[src/rtl/systolic_seq_ctrl.sv]
// systolic_seq_ctrl: sequences one matrix pass through an ARRAY_N x ARRAY_N
// systolic array: accumulator clear, skewed operand feed, flush, row drain.
//
// Ports:
//   clk, rst          clock; asynchronous active-high reset
//   start, k_len      pass request and inner length (sampled in IDLE)
//   abort             synchronous abort of the running pass
//   drain_ready       downstream accepts the current drain row
//   busy, done        pass in progress / 1-cycle completion pulse
//   acc_clear         1-cycle pulse zeroing PE accumulators
//   row_en, feed_idx  per-row feed enables and operand buffer index
//   drain_valid/row   result row handshake and row index
//   perf_cycles       busy-cycle counter (only with SEQ_PERF_CNT_EN)
//
// Optional feature macro: SEQ_PERF_CNT_EN adds the perf_cycles output.

module systolic_seq_ctrl #(
    parameter  int ARRAY_N = 4,
    parameter  int K_MAX   = 32,
    localparam int KW      = $clog2(K_MAX + 1),
    localparam int IW      = $clog2(K_MAX + ARRAY_N),
    localparam int RW      = $clog2(ARRAY_N)
) (
    input  logic               clk,
    input  logic               rst,
    input  logic               start,
    input  logic [KW-1:0]      k_len,
    input  logic               abort,
    input  logic               drain_ready,
    output logic               busy,
    output logic               done,
    output logic               acc_clear,
    output logic [ARRAY_N-1:0] row_en,
    output logic [IW-1:0]      feed_idx,
    output logic               drain_valid,
    output logic [RW-1:0]      drain_row
`ifdef SEQ_PERF_CNT_EN
    ,
    output logic [31:0]        perf_cycles
`endif
);

    typedef enum logic [2:0] {
        S_IDLE,
        S_CLEAR,
        S_FEED,
        S_FLUSH,
        S_DRAIN,
        S_DONE
    } state_t;

    state_t          r_state;
    logic [KW-1:0]   r_k;
    logic [RW-1:0]   r_flush;

    logic [KW-1:0]   w_k_clamp;
    logic [IW-1:0]   w_feed_nxt;
    logic            w_feed_last;
    logic            w_take;

    // Row i sees its operands i cycles late: that lag is the diagonal skew.
    function automatic logic [ARRAY_N-1:0] f_mask(
        input logic [IW-1:0] idx,
        input logic [KW-1:0] k
    );
        logic [ARRAY_N-1:0] m;
        m = '0;
        for (int i = 0; i < ARRAY_N; i++) begin
            m[i] = (int'(idx) >= i) && (int'(idx) < i + int'(k));
        end
        return m;
    endfunction

    assign w_k_clamp   = (k_len > KW'(K_MAX)) ? KW'(K_MAX) : k_len;
    assign w_feed_nxt  = feed_idx + IW'(1);
    assign w_feed_last = (int'(feed_idx) == int'(r_k) + ARRAY_N - 2);
    assign w_take      = (r_state == S_IDLE) && start && !abort;

    // Outputs are registered alongside the state, so each one is
    // assigned for the state being entered rather than the current one.
    always_ff @(posedge clk or posedge rst) begin
        if (rst) begin
            r_state     <= S_IDLE;
            r_k         <= '0;
            r_flush     <= '0;
            busy        <= 1'b0;
            done        <= 1'b0;
            acc_clear   <= 1'b0;
            row_en      <= '0;
            feed_idx    <= '0;
            drain_valid <= 1'b0;
            drain_row   <= '0;
        end else if (abort && r_state != S_IDLE) begin
            r_state     <= S_IDLE;
            r_flush     <= '0;
            busy        <= 1'b0;
            done        <= 1'b0;
            acc_clear   <= 1'b0;
            row_en      <= '0;
            feed_idx    <= '0;
            drain_valid <= 1'b0;
            drain_row   <= '0;
        end else begin
            unique case (r_state)
                S_IDLE: begin
                    if (w_take) begin
                        r_k      <= w_k_clamp;
                        busy     <= 1'b1;
                        feed_idx <= '0;
                        if (w_k_clamp == '0) begin
                            r_state <= S_DONE;
                            done    <= 1'b1;
                        end else begin
                            r_state   <= S_CLEAR;
                            acc_clear <= 1'b1;
                        end
                    end
                end
                S_CLEAR: begin
                    r_state   <= S_FEED;
                    acc_clear <= 1'b0;
                    feed_idx  <= '0;
                    row_en    <= f_mask('0, r_k);
                end
                S_FEED: begin
                    if (w_feed_last) begin
                        r_state  <= S_FLUSH;
                        row_en   <= '0;
                        feed_idx <= '0;
                        r_flush  <= '0;
                    end else begin
                        feed_idx <= w_feed_nxt;
                        row_en   <= f_mask(w_feed_nxt, r_k);
                    end
                end
                S_FLUSH: begin
                    if (r_flush == RW'(ARRAY_N - 1)) begin
                        r_state     <= S_DRAIN;
                        r_flush     <= '0;
                        drain_valid <= 1'b1;
                        drain_row   <= '0;
                    end else begin
                        r_flush <= r_flush + RW'(1);
                    end
                end
                S_DRAIN: begin
                    if (drain_ready) begin
                        if (drain_row == RW'(ARRAY_N - 1)) begin
                            r_state     <= S_DONE;
                            drain_valid <= 1'b0;
                            drain_row   <= '0;
                            done        <= 1'b1;
                        end else begin
                            drain_row <= drain_row + RW'(1);
                        end
                    end
                end
                S_DONE: begin
                    r_state <= S_IDLE;
                    done    <= 1'b0;
                    busy    <= 1'b0;
                end
                default: begin
                    r_state <= S_IDLE;
                end
            endcase
        end
    end

`ifdef SEQ_PERF_CNT_EN
    logic [31:0] r_perf;

    // Counts every cycle busy is high, so an aborted pass keeps the
    // count it had through the abort cycle and then holds in IDLE.
    always_ff @(posedge clk or posedge rst) begin
        if (rst) begin
            r_perf <= '0;
        end else if (w_take) begin
            r_perf <= '0;
        end else if (busy && r_perf != '1) begin
            r_perf <= r_perf + 32'd1;
        end
    end

    assign perf_cycles = r_perf;
`endif

endmodule

[config.mk]
export PLATFORM = sky130hd
export DESIGN_NAME = systolic_seq_ctrl
export DESIGN_NICKNAME = d
export VERILOG_FILES = /design/src/rtl/systolic_seq_ctrl.sv
export SDC_FILE = /design/constraint.sdc
export NUM_CORES = 1
export LEC_CHECK = 0
export CAP_MARGIN = 30
export CORE_ASPECT_RATIO = 1.4
export CORE_MARGIN = 8
export CORE_UTILIZATION = 25
export CTS_CLUSTER_SIZE = 16
export DETAILED_ROUTE_END_ITERATION = 16
export GPL_TIMING_DRIVEN = 0
export PLACE_DENSITY = 0.42
export SETUP_SLACK_MARGIN = 0.02
export SLEW_MARGIN = 20
export SYNTH_ARGS = -nofsm -noshare
export SYNTH_HDL_FRONTEND = slang
export SYNTH_SLANG_ARGS = --single-unit
[constraint.sdc]
create_clock -name clk -period 3.35 [get_ports clk]
set_input_delay 0.5025 -clock clk [delete_from_list [all_inputs] [get_ports clk]]
set_output_delay 0.5025 -clock clk [all_outputs]
set_load 0.05 [all_outputs]
==> results of run 1 <==
per-stage QoR:
| stage | instance area, um2 | std cells | util, % | hold WS (ps) |
|---|---|---|---|---|
| after floorplan | 2360 | 258 | - | 470 |
| after global placement | 2760 | 394 | 29.5 | 486 |
| after detailed placement | 2760 | 394 | 29.5 | 493 |
| after CTS | 2840 | 398 | 30.4 | 508 |
| after global routing | 2840 | 398 | 30.4 | 535 |
| final | 2840 | 398 | 30.4 | 498 |
path summary, 6_finish.rpt:
path	start	end	slack [ps]	cells after the start
setup / recovery	feed_idx[0]	row_en[3]	530	9
setup reg to reg	feed_idx[0]	row_en[3]	530	9
hold reg to reg	row_en[2]	row_en[2]	500	2
min in group asynchronous	rst	busy	620	2
max in group asynchronous	rst	feed_idx[2]	2300	2
hold / removal	row_en[2]	row_en[2]	500	2
cell families (layout without fill, tap and decap cells):
family / after synthesis / in the layout / synth area share [%]
fa+ha+maj: 31 / 31 / 16.3
mux: 6 / 6 / 2.75
simple gates: 67 / 67 / 15.6
flops: 27 / 27 / 28.6
compound gates: 71 / 71 / 20.5
xor+xnor: 20 / 20 / 8.31
buf+inv: 36 / 66 / 7.89
power breakdown:
group / total (uW) / internal, uW / switching (uW)
Sequential: 450 / 381 / 69.4
Clock: 278 / 163 / 115
Combinational: 757 / 305 / 453
cell type report:
cell class,instances,area (um2)
Clock buffer,4,78.8
Inverter,22,82.6
Fill cell,980,6510
Multi-Input combinational cell,195,1500
Tap cell,110,138
Timing Repair Buffer,26,260
Sequential cell,27,676
Buffer,14,104
tightest hold or removal path: stages, from the launching register on:
cell and delay (ps):
sky130_fd_sc_hd__dfrtp_1 350, sky130_fd_sc_hd__nand2_1 50, sky130_fd_sc_hd__o21ai_0 60
flip-flops by register name, summed over array words and instances (netlist names):
name / flops
acc_clear: 1
busy: 1
done: 1
drain_row: 2
drain_valid: 1
feed_idx: 6
r_flush: 2
r_k: 6
r_state: 3
row_en: 4
cells in the final DEF, fill, tap and decap left out, types with 6 or more instances in the layout:
cell type,count
sky130_fd_sc_hd__nand3_1,7
sky130_fd_sc_hd__nand2b_1,6
sky130_fd_sc_hd__nor2_1,10
sky130_fd_sc_hd__ha_1,30
sky130_fd_sc_hd__clkdlybuf4s50_1,26
sky130_fd_sc_hd__dfrtp_1,27
sky130_fd_sc_hd__xnor2_1,13
sky130_fd_sc_hd__o21ai_0,19
sky130_fd_sc_hd__nor3_1,6
sky130_fd_sc_hd__nand2_1,19
sky130_fd_sc_hd__inv_1,20
sky130_fd_sc_hd__a21oi_1,14
per-layer routing:
layer	vias up	share of wire, %	track usage, %
li1	989	-	-
met1	960	41	11.3
met2	37	54	20.7
met3	11	1.9	1.11
met4	0	2.9	5.35
met5	-	0	0
==> reports/qor.log, run 1 <==
INFO  outcome        outcome=finished clean
INFO  global_route   groute.usage.overall=10.7%
INFO  floorplanning  initial_core_util=25.3%
INFO  flow_run       maxCapViolations=0
INFO  critical_path  slowest_stage=sky130_fd_sc_hd__dfrtp_1
INFO  floorplanning  core-area=9350um2
INFO  critical_path  cp_num_buf_inv=0
INFO  global_route   first_global_vias=2088
INFO  critical_path  max_stage_delay_on_crit_path=570ps
INFO  floorplanning  floorplan.die.height=131um
INFO  critical_path  worstSetupPathType=reg -> reg
INFO  route          dr.first_iter.drc_count=107
INFO  timing         post-route-min-period=2820ps
INFO  floorplanning  top_level_ports=27
INFO  synth          synth_fp_nets=299
INFO  timing         clock.fmax=355MHz
INFO  synth          synth_cells=258
INFO  timing         slew_viol_final=0
INFO  synth          synth.area.top_cells=sky130_fd_sc_hd__dfrtp_1 29%, sky130_fd_sc_hd__ha_1 16%, sky130_fd_sc_hd__xnor2_1 4.8%
INFO  placement      buffer_ports.inserted=26
INFO  route          via_count=1997
INFO  route          postRouteWirelength=6.51mm
INFO  synth          post_synthesis_sequential_element_count=27
INFO  floorplanning  chipWidth=98.2um
INFO  cts            post_cts_buffers=0
INFO  power          pwr_density_cell=523nW/um2
INFO  critical_path  crit_path_end_kind=register
INFO  floorplanning  floorplan.die_area=12900um2
INFO  synth          postSynthAreaPerCell=9.16um2
INFO  critical_path  critical_path_required=3550ps
INFO  cts            clk_root_buffer_cell=sky130_fd_sc_hd__clkbuf_16
INFO  route          wl_per_cell=16.4um
INFO  timing         timing.max_slew.rel_slack=58.6%
INFO  timing         final_setup_tns=0ps
INFO  synth          yosysWarningCount=0
INFO  floorplanning  fp-row-count=42
INFO  global_route   grt_antenna_before_repair=0
INFO  timing         worst_slack=531ps
INFO  synth          synth-seq-area-share=28.6%
INFO  critical_path  timing.critical_path.from_type=register
INFO  cts            cts_sinks=27
INFO  synth          library_cells_used_by_synthesis=59
INFO  cts            tritoncts=yes
INFO  route          post_drt_via_cell_ratio=5.02
INFO  global_route   grt_start_max_net_pins=28
INFO  placement      routabilityCongestion=0.849
INFO  synth          post_synth_instance_area=2360um2
INFO  synth          synth.top_cells.by_count=30 x sky130_fd_sc_hd__ha_1, 27 x sky130_fd_sc_hd__dfrtp_1, 21 x sky130_fd_sc_hd__inv_1
INFO  timing         timing_worst_slew_pin_value=621ps
INFO  critical_path  critical_path_peak_fanout=9
INFO  global_route   grt_remaining_overflow=0
INFO  placement      post-place-ws=497ps
INFO  critical_path  largest_delay_contributor_family_on_the_critical_path=adder cells
INFO  cts            clk_transition_reported_paths=60ps
INFO  finish         synthToLayoutAreaGrowth=20.2%
INFO  synth          dominantRegCellSynth=sky130_fd_sc_hd__dfrtp_1
INFO  synth          netlist.area_leader.share=28.6%
INFO  worst_hold_path tightest_hold_check_type=reg -> reg
INFO  synth          yosys.area.top_type=sky130_fd_sc_hd__dfrtp_1
INFO  timing         fin_worst_skew=7.16ps
INFO  power          fin_total_pwr=1490uW
INFO  power          vdd.ir_drop.worst=0.000225V
INFO  global_route   grt_first_pass_wirelength=10.9mm
INFO  synth          async_reset_ff_share=100%
INFO  synth          synth.most_common_cell=sky130_fd_sc_hd__ha_1
INFO  critical_path  arrival_time_at_the_worst_endpoint=3020ps
INFO  route          drt_drc_violations_left=0
INFO  cts            ctsLongestPathBuffers=2
INFO  finish         number_of_antenna_diodes=0
INFO  route          antenna_violating_nets_post_route=0
INFO  timing         final_hold_viol_count=0
INFO  critical_path  crit_chain=ha_1 -> nand3_1 -> xnor2_1 -> ha_1 -> o21ai_0 -> o21bai_1 -> maj3_1 -> o21ai_0 -> a32o_1
INFO  placement      post-dp-hpwl=5.15mm
INFO  cts            cts_made_buffers=3
INFO  cts            post_cts_hold_buffer_count=0
INFO  finish         nets=330
INFO  timing         rsz_0062_raised_after_global_routing=false
INFO  power          pleak=0.00124uW
INFO  route          first_pass_iters=4
INFO  cts            htree_num_levels=1
INFO  timing         report.final.setup_viol=0
INFO  finish         drive_above_1_share=10.4%
INFO  synth          synth_edf_count=0
INFO  cts            insertion_delay=270ps
INFO  cts            resized_gates_after_cts=0
INFO  timing         timing.final.crit_share=84.1%
No activity file was read; power rests on OpenSTA's default activity.
==> inputs of run 2 (changes only) <==
clock period = 2.72 ns   (was 3.35 ns; I/O delays follow)
==> run 2 against run 1 <==
Net effect:
- power rose by 24%
- clock skew fell by 0.79 ps
- worst setup slack got worse by 410 ps
- sequential share of layout area fell by 0.37 points
- largest power group unchanged
==> reports/qor.log, run 2 (synthesis results as in run 1) <==
INFO  outcome        outcome=finished clean [unchanged]
INFO  global_route   grt_remaining_overflow=0 [unchanged]
INFO  cts            ctsLongestPathBuffers=2 [unchanged]
INFO  critical_path  critical_path_peak_fanout=8 [was 9]
INFO  critical_path  cp_num_buf_inv=1 [was 0]
INFO  finish         finish.cell_count_without_fillers=401 [was 398]
INFO  floorplanning  top_level_ports=27 [unchanged]
INFO  placement      placed_cells_incl_taps=394 [unchanged]
INFO  timing         timing.max_slew.rel_slack=57.6% [was 58.6%]
INFO  route          antenna_violating_nets_post_route=0 [unchanged]
INFO  route          postRouteWirelength=6.45mm [was 6.51 mm]
INFO  power          pwr_density_cell=637nW/um2 [was 523 nW/um2]
INFO  finish         number_of_antenna_diodes=0 [unchanged]
INFO  route          post_drt_via_cell_ratio=5.01 [was 5.02]
INFO  floorplanning  chipWidth=98.2um [unchanged]
INFO  critical_path  slowest_stage=sky130_fd_sc_hd__dfrtp_2 [was sky130_fd_sc_hd__dfrtp_1]
INFO  timing         slew_viol_final=0 [unchanged]
INFO  global_route   grt_antenna_before_repair=0 [unchanged]
INFO  floorplanning  initial_core_util=25.3% [unchanged]
INFO  route          first_pass_iters=4 [unchanged]
INFO  timing         timing.final.crit_share=95.4% [was 84.1%]
INFO  finish         final-seq-area=679um2 [was 676 um2]
INFO  flow_run       maxCapViolations=0 [unchanged]
INFO  timing         clock.fmax=385MHz [was 355 MHz]
INFO  critical_path  arrival_time_at_the_worst_endpoint=2790ps [was 3020 ps]
INFO  global_route   grt_first_pass_wirelength=10.8mm [was 10.9 mm]
INFO  finish         fin_area=2900um2 [was 2840 um2]
INFO  global_route   groute.usage.overall=10.4% [was 10.7%]
INFO  cts            clk_root_buffer_cell=sky130_fd_sc_hd__clkbuf_16 [unchanged]
INFO  route          drt_drc_violations_left=0 [unchanged]
INFO  cts            htree_num_levels=1 [unchanged]
INFO  finish         fill_cells=994 [was 980]
INFO  cts            cts_sinks=27 [unchanged]
INFO  floorplanning  core-area=9350um2 [unchanged]
INFO  finish         nets=333 [was 330]
INFO  timing         fin_worst_skew=6.37ps [was 7.16 ps]
INFO  cts            insertion_delay=260ps [was 270 ps]
INFO  finish         multiInputGateArea=1540um2 [was 1500 um2]
INFO  timing         post-route-min-period=2590ps [was 2820 ps]
INFO  floorplanning  floorplan.die_area=12900um2 [unchanged]
INFO  power          vdd.ir_drop.worst=0.000304V [was 0.000225 V]
INFO  floorplanning  floorplan.die.height=131um [unchanged]
INFO  finish         layout.cells.most_common=sky130_fd_sc_hd__ha_1 [unchanged]
INFO  worst_hold_path tightest_hold_check_type=reg -> reg [unchanged]
INFO  route          via_count=2011 [was 1997]
INFO  finish         layout_top_registers=feed_idx x6, r_k x6, row_en x4 [unchanged]
INFO  placement      post-dp-hpwl=5.14mm [was 5.15 mm]
INFO  critical_path  max_stage_delay_on_crit_path=480ps [was 570 ps]
INFO  finish         most-common-layout-cells=29 x sky130_fd_sc_hd__ha_1, 26 x sky130_fd_sc_hd__clkdlybuf4s50_1, 24 x sky130_fd_sc_hd__dfrtp_1, 20 x sky130_fd_sc_hd__inv_1, 19 x sky130_fd_sc_hd__nand2_1 [was 30 x sky130_fd_sc_hd__ha_1, 27 x sky130_fd_sc_hd__dfrtp_1, 26 x sky130_fd_sc_hd__clkdlybuf4s50_1, 20 x sky130_fd_sc_hd__inv_1]
INFO  route          wl_per_cell=16.1um [was 16.4 um]
INFO  floorplanning  fp-row-count=42 [unchanged]
INFO  cts            cts_made_buffers=3 [unchanged]
INFO  critical_path  crit_chain=ha_1 -> buf_2 -> a21oi_2 -> xnor2_1 -> ha_1 -> a2111oi_2 -> o21bai_1 -> maj3_1 -> o21ai_1 -> a32o_1 [was ha_1 -> nand3_1 -> xnor2_1 -> ha_1 -> o21ai_0 -> o21bai_1 -> maj3_1 -> o21ai_0 -> a32o_1]
INFO  placement      routabilityCongestion=0.829 [was 0.849]
INFO  timing         rsz_0062_raised_after_global_routing=true [was false]
INFO  finish         synthToLayoutAreaGrowth=22.8% [was 20.2%]
INFO  critical_path  crit_path_end_kind=register [unchanged]
INFO  global_route   first_global_vias=2062 [was 2088]
INFO  cts            tritoncts=yes [unchanged]
INFO  critical_path  largest_delay_contributor_family_on_the_critical_path=compound AO/OA/AOI/OAI gates [was adder cells]
INFO  power          pleak=0.00127uW [was 0.00124 uW]
INFO  critical_path  critical_path_required=2920ps [was 3550 ps]
INFO  critical_path  timing.critical_path.from_type=register [unchanged]
INFO  cts            post_cts_hold_buffer_count=0 [unchanged]
INFO  critical_path  worstSetupPathType=reg -> reg [unchanged]
INFO  placement      dpl-instance-area=2760um2 [about the same]
INFO  timing         report.final.setup_viol=0 [unchanged]
INFO  cts            clk_transition_reported_paths=70ps [was 60 ps]
INFO  route          dr.first_iter.drc_count=87 [was 107]
INFO  placement      buffer_ports.inserted=26 [unchanged]
INFO  finish         drive_above_1_share=14.4% [was 10.4%]
INFO  timing         timing_worst_slew_pin_value=636ps [was 621 ps]
INFO  critical_path  worst_path_most_repeated_cell=sky130_fd_sc_hd__ha_1
INFO  global_route   grt_start_max_net_pins=28 [unchanged]
INFO  timing         final_hold_viol_count=0 [unchanged]
-- run 2: path summary, 6_finish.rpt --
kind	startpoint	endpoint	slack (ps)	depth (start not counted)
max in group asynchronous	rst	feed_idx[1]	1770	2
hold reg to reg	drain_valid	drain_valid	500	1
setup reg to reg	r_k[1]	row_en[3]	130	10
min in group asynchronous	rst	busy	520	2
hold / removal	drain_valid	drain_valid	500	1
setup / recovery	r_k[1]	row_en[3]	130	10
-- run 2: per-stage QoR --
| step | utilization [%] | setup WS [ps] | total power, uW | hold WS [ps] | setup TNS, ps |
|---|---|---|---|---|---|
| after floorplan | - | 57.3 | 1210 | 461 | 0 |
| after global placement | 29.5 | -178 | 1500 | 490 | -243 |
| after detailed placement | 29.5 | -145 | 1500 | 489 | -180 |
| after CTS | 30.6 | 43.2 | 1850 | 508 | 0 |
| after global routing | 31.0 | -51.9 | 1990 | 530 | -51.9 |
| final | 31.0 | 126 | 1850 | 498 | 0 |
-- run 2: final cells by class --
class | count | share of cell area, %
Buffer | 14 | 3.58
Clock buffer | 4 | 2.72
Inverter | 22 | 2.85
Multi-Input combinational cell | 195 | 53.0
Sequential cell | 27 | 23.4
Tap cell | 110 | 4.74
Timing Repair Buffer | 29 | 9.75
-- run 2: per-layer routing --
metal	global-route usage, %	up-vias	share of wire, %
li1	-	993	-
met1	10.9	973	40
met2	21.3	40	57
met3	1.06	5	1.9
met4	2.99	0	1.1
met5	0	-	0
-- run 2: timing repair --
action | 4_1_cts | 5_1_grt
pin swaps | 0 | 0
gates cloned | 0 | 0
gates resized for setup | 5 | 5
hold endpoints to repair | 0 | 0
buffers inserted | 0 | 3
endpoints found under the setup margin | 3 | 2
-- run 2: where the power goes --
| group | switching (uW) | leakage, uW | internal [uW] |
|---|---|---|---|
| clock network | 138 | 0.0000382 | 201 |
| registers | 83.8 | 0.000355 | 471 |
| logic | 559 | 0.000879 | 396 |
| total | 781 | 0.00127 | 1070 |
==> inputs of run 3 (changes only) <==
SLEW_MARGIN = not set   (was 20)
==> run 3 against run 2 <==
Net effect:
- sequential share of layout area decreased by 0.21 points
- combinational power increased by 2%
- final cell count unchanged
- worst hold slack got worse by 20 ps
- routed wire length increased by 0.22%
- clock power about the same
- sequential power about the same
- sequential cell count unchanged
==> reports/qor.log, run 3 (synthesis results as in run 1) <==
INFO  power          fin_total_pwr=1870uW [was 1850 uW]
INFO  timing         rsz_0062_raised_after_global_routing=false [was true]
INFO  power          switching_power=790uW [was 781 uW]
INFO  cts            tritoncts=yes [unchanged]
INFO  cts            ctsLongestPathBuffers=2 [unchanged]
INFO  timing         timing.final.crit_share=92.4% [was 95.4%]
INFO  critical_path  r2r_end=row_en[3] [unchanged]
INFO  worst_hold_path tightest_hold_check_type=in -> async [was reg -> reg]
INFO  global_route   grt_start_max_net_pins=18 [was 28]
INFO  placement      buffer_ports.inserted=26 [unchanged]
INFO  critical_path  crit_chain=ha_1 -> buf_2 -> a21oi_2 -> xnor2_1 -> ha_1 -> a2111oi_2 -> o21bai_1 -> maj3_1 -> o21ai_2 -> a32o_1 [was ha_1 -> buf_2 -> a21oi_2 -> xnor2_1 -> ha_1 -> a2111oi_2 -> o21bai_1 -> maj3_1 -> o21ai_1 -> a32o_1]
INFO  timing         fin_worst_hold_slack=478ps [was 498 ps]
INFO  route          postRouteWirelength=6.46mm [was 6.45 mm]
INFO  power          vdd.ir_drop.worst=0.000305V [was 0.000304 V]
INFO  route          first_pass_iters=4 [unchanged]
INFO  finish         drive_above_1_share=15.1% [was 14.4%]
INFO  finish         nets=333 [unchanged]
INFO  floorplanning  floorplan.die.height=131um [unchanged]
INFO  critical_path  worst_path_most_repeated_cell=sky130_fd_sc_hd__ha_1 [unchanged]
INFO  placement      post-dp-hpwl=5.27mm [was 5.14 mm]
INFO  power          pwr-share-comb=52.0% [was 51.6%]
INFO  power          p_int=1080uW [was 1070 uW]
INFO  floorplanning  top_level_ports=27 [unchanged]
INFO  timing         final_hold_viol_count=0 [unchanged]
INFO  global_route   groute.usage.overall=10.5% [was 10.4%]
INFO  power          pwr_density_cell=636nW/um2 [was 637 nW/um2]
INFO  flow_run       maxCapViolations=0 [unchanged]
INFO  power          power_switching_share=42.4% [was 42.2%]
INFO  critical_path  largest_delay_contributor_family_on_the_critical_path=compound AO/OA/AOI/OAI gates [unchanged]
INFO  cts            htree_num_levels=1 [unchanged]
INFO  finish         fill_cells=991 [was 994]
INFO  route          via_count=1994 [was 2011]
INFO  cts            clk_root_buffer_cell=sky130_fd_sc_hd__clkbuf_16 [unchanged]
INFO  timing         clock.fmax=398MHz [was 385 MHz]
INFO  route          antenna_violating_nets_post_route=0 [unchanged]
INFO  finish         synthToLayoutAreaGrowth=24.1% [was 22.8%]
INFO  global_route   first_global_vias=2158 [was 2062]
INFO  finish         layout.cells.most_common=sky130_fd_sc_hd__ha_1 [unchanged]
INFO  critical_path  max_stage_delay_on_crit_path=470ps [was 480 ps]
INFO  global_route   grt_remaining_overflow=0 [unchanged]
INFO  timing         post-route-min-period=2510ps [was 2590 ps]
INFO  floorplanning  floorplan.die_area=12900um2 [unchanged]
INFO  cts            cts_sinks=27 [unchanged]
INFO  global_route   grt_antenna_before_repair=0 [unchanged]
INFO  critical_path  setup_slack_reg_to_reg=210ps [was 130 ps]
INFO  cts            post_cts_hold_buffer_count=0 [unchanged]
INFO  finish         most-common-layout-cells=29 x sky130_fd_sc_hd__ha_1, 26 x sky130_fd_sc_hd__clkdlybuf4s50_1, 23 x sky130_fd_sc_hd__dfrtp_1, 21 x sky130_fd_sc_hd__inv_1, 19 x sky130_fd_sc_hd__nand2_1 [was 29 x sky130_fd_sc_hd__ha_1, 26 x sky130_fd_sc_hd__clkdlybuf4s50_1, 24 x sky130_fd_sc_hd__dfrtp_1, 20 x sky130_fd_sc_hd__inv_1, 19 x sky130_fd_sc_hd__nand2_1]
INFO  critical_path  critical_path_required=2920ps [about the same]
INFO  finish         number_of_antenna_diodes=0 [unchanged]
INFO  timing         timing_worst_slew_pin_value=598ps [was 636 ps]
INFO  route          drt_drc_violations_left=0 [unchanged]
INFO  timing         fin_worst_skew=5.55ps [was 6.37 ps]
INFO  critical_path  crit_path_end_kind=register [unchanged]
INFO  critical_path  timing.critical_path.from_type=register [unchanged]
INFO  timing         report.final.setup_viol=0 [unchanged]
INFO  critical_path  reg2regPathDepth=10 [unchanged]
INFO  critical_path  rr_startpoint=r_k[1] [unchanged]
INFO  critical_path  worstSetupPathType=reg -> reg [unchanged]
INFO  critical_path  critical_path_peak_fanout=8 [unchanged]
INFO  global_route   grt_first_pass_wirelength=10.9mm [was 10.8 mm]
INFO  outcome        outcome=finished clean [unchanged]
INFO  cts            insertion_delay=260ps [about the same]
INFO  critical_path  cp_num_buf_inv=1 [unchanged]
INFO  route          dr.first_iter.drc_count=86 [was 87]
INFO  power          pwr-share-clk=18.3% [about the same]
INFO  critical_path  arrival_time_at_the_worst_endpoint=2710ps [was 2790 ps]
INFO  critical_path  slowest_stage=sky130_fd_sc_hd__dfrtp_2 [unchanged]
INFO  finish         final-seq-area=681um2 [was 679 um2]
INFO  timing         timing.max_slew.rel_slack=60.1% [was 57.6%]
INFO  power          seq_power_share=29.8% [was 30.0%]
INFO  floorplanning  fp-row-count=42 [unchanged]
INFO  cts            cts_made_buffers=3 [unchanged]
INFO  route          post_drt_via_cell_ratio=4.97 [was 5.01]
INFO  cts            clk_transition_reported_paths=70ps [about the same]
INFO  timing         slew_viol_final=0 [unchanged]
INFO  floorplanning  core-area=9350um2 [unchanged]
INFO  placement      routabilityCongestion=0.829 [unchanged]
INFO  floorplanning  chipWidth=98.2um [unchanged]
INFO  power          pleak=0.00128uW [was 0.00127 uW]
INFO  finish         layout_top_registers=feed_idx x6, r_k x6, row_en x4 [unchanged]
INFO  route          wl_per_cell=16.1um [about the same]
INFO  finish         multiInputGateArea=1550um2 [was 1540 um2]
INFO  floorplanning  initial_core_util=25.3% [unchanged]
[run 3: cell counts in the layout (fill, tap and decap cells not counted)]
No cell type changed its count.
[run 3: cell type report]
type                    instances  area share, %
well taps                     110           4.69
clock buffers                   4           2.69
repair buffers                 29           10.3
plain buffers                  14           3.54
flip-flops and latches         27           23.2
multi-input cells             195           52.7
inverters                      22           2.82
[run 3: power by group through the flow]
stage          Combinational, uW  Clock, uW  Sequential [uW]
6_report                     970        340              555
5_1_grt                     1070        362              568
4_1_cts                      943        358              561
3_5_place_dp                 936          0              567
3_3_place_gp                 931          0              565
2_1_floorplan                540          0              668
[run 3: repair_timing]
item,CTS,global route
setup endpoints to repair,3,2
buffers inserted,0,2
gates resized for setup,5,8
[run 3: how the worst max path moves through the flow]
stage                      startpoint         to  cells after the start
after global placement    feed_idx[1]  row_en[3]                      9
after CTS                 feed_idx[0]  row_en[3]                      8
after floorplan           feed_idx[1]  row_en[3]                      8
after global routing           r_k[1]  row_en[3]                     10
after detailed placement  feed_idx[1]  row_en[3]                      9
final                          r_k[1]  row_en[3]                     10
[run 3: metrics by stage]
step                      std cells  TNS (ps)  cell area [um2]  util, %  setup slack, ps
final                           401         0             2930     31.4              205
after global routing            401         0             2930     31.4             26.7
after CTS                       399         0             2890     30.9             32.1
after detailed placement        395      -164             2790     29.8             -147
after global placement          394      -243             2760     29.5             -178
after floorplan                 258         0             2360        -             57.3
[run 3: layer usage]
| layer | vias to the layer above | global-route usage (%) | part of all wire (%) |
|---|---|---|---|
| li1 | 994 | - | - |
| met1 | 972 | 10.8 | 41 |
| met2 | 20 | 21.2 | 55 |
| met3 | 8 | 0.795 | 1.5 |
| met4 | 0 | 4.62 | 2.0 |
| met5 | - | 0 | 0 |
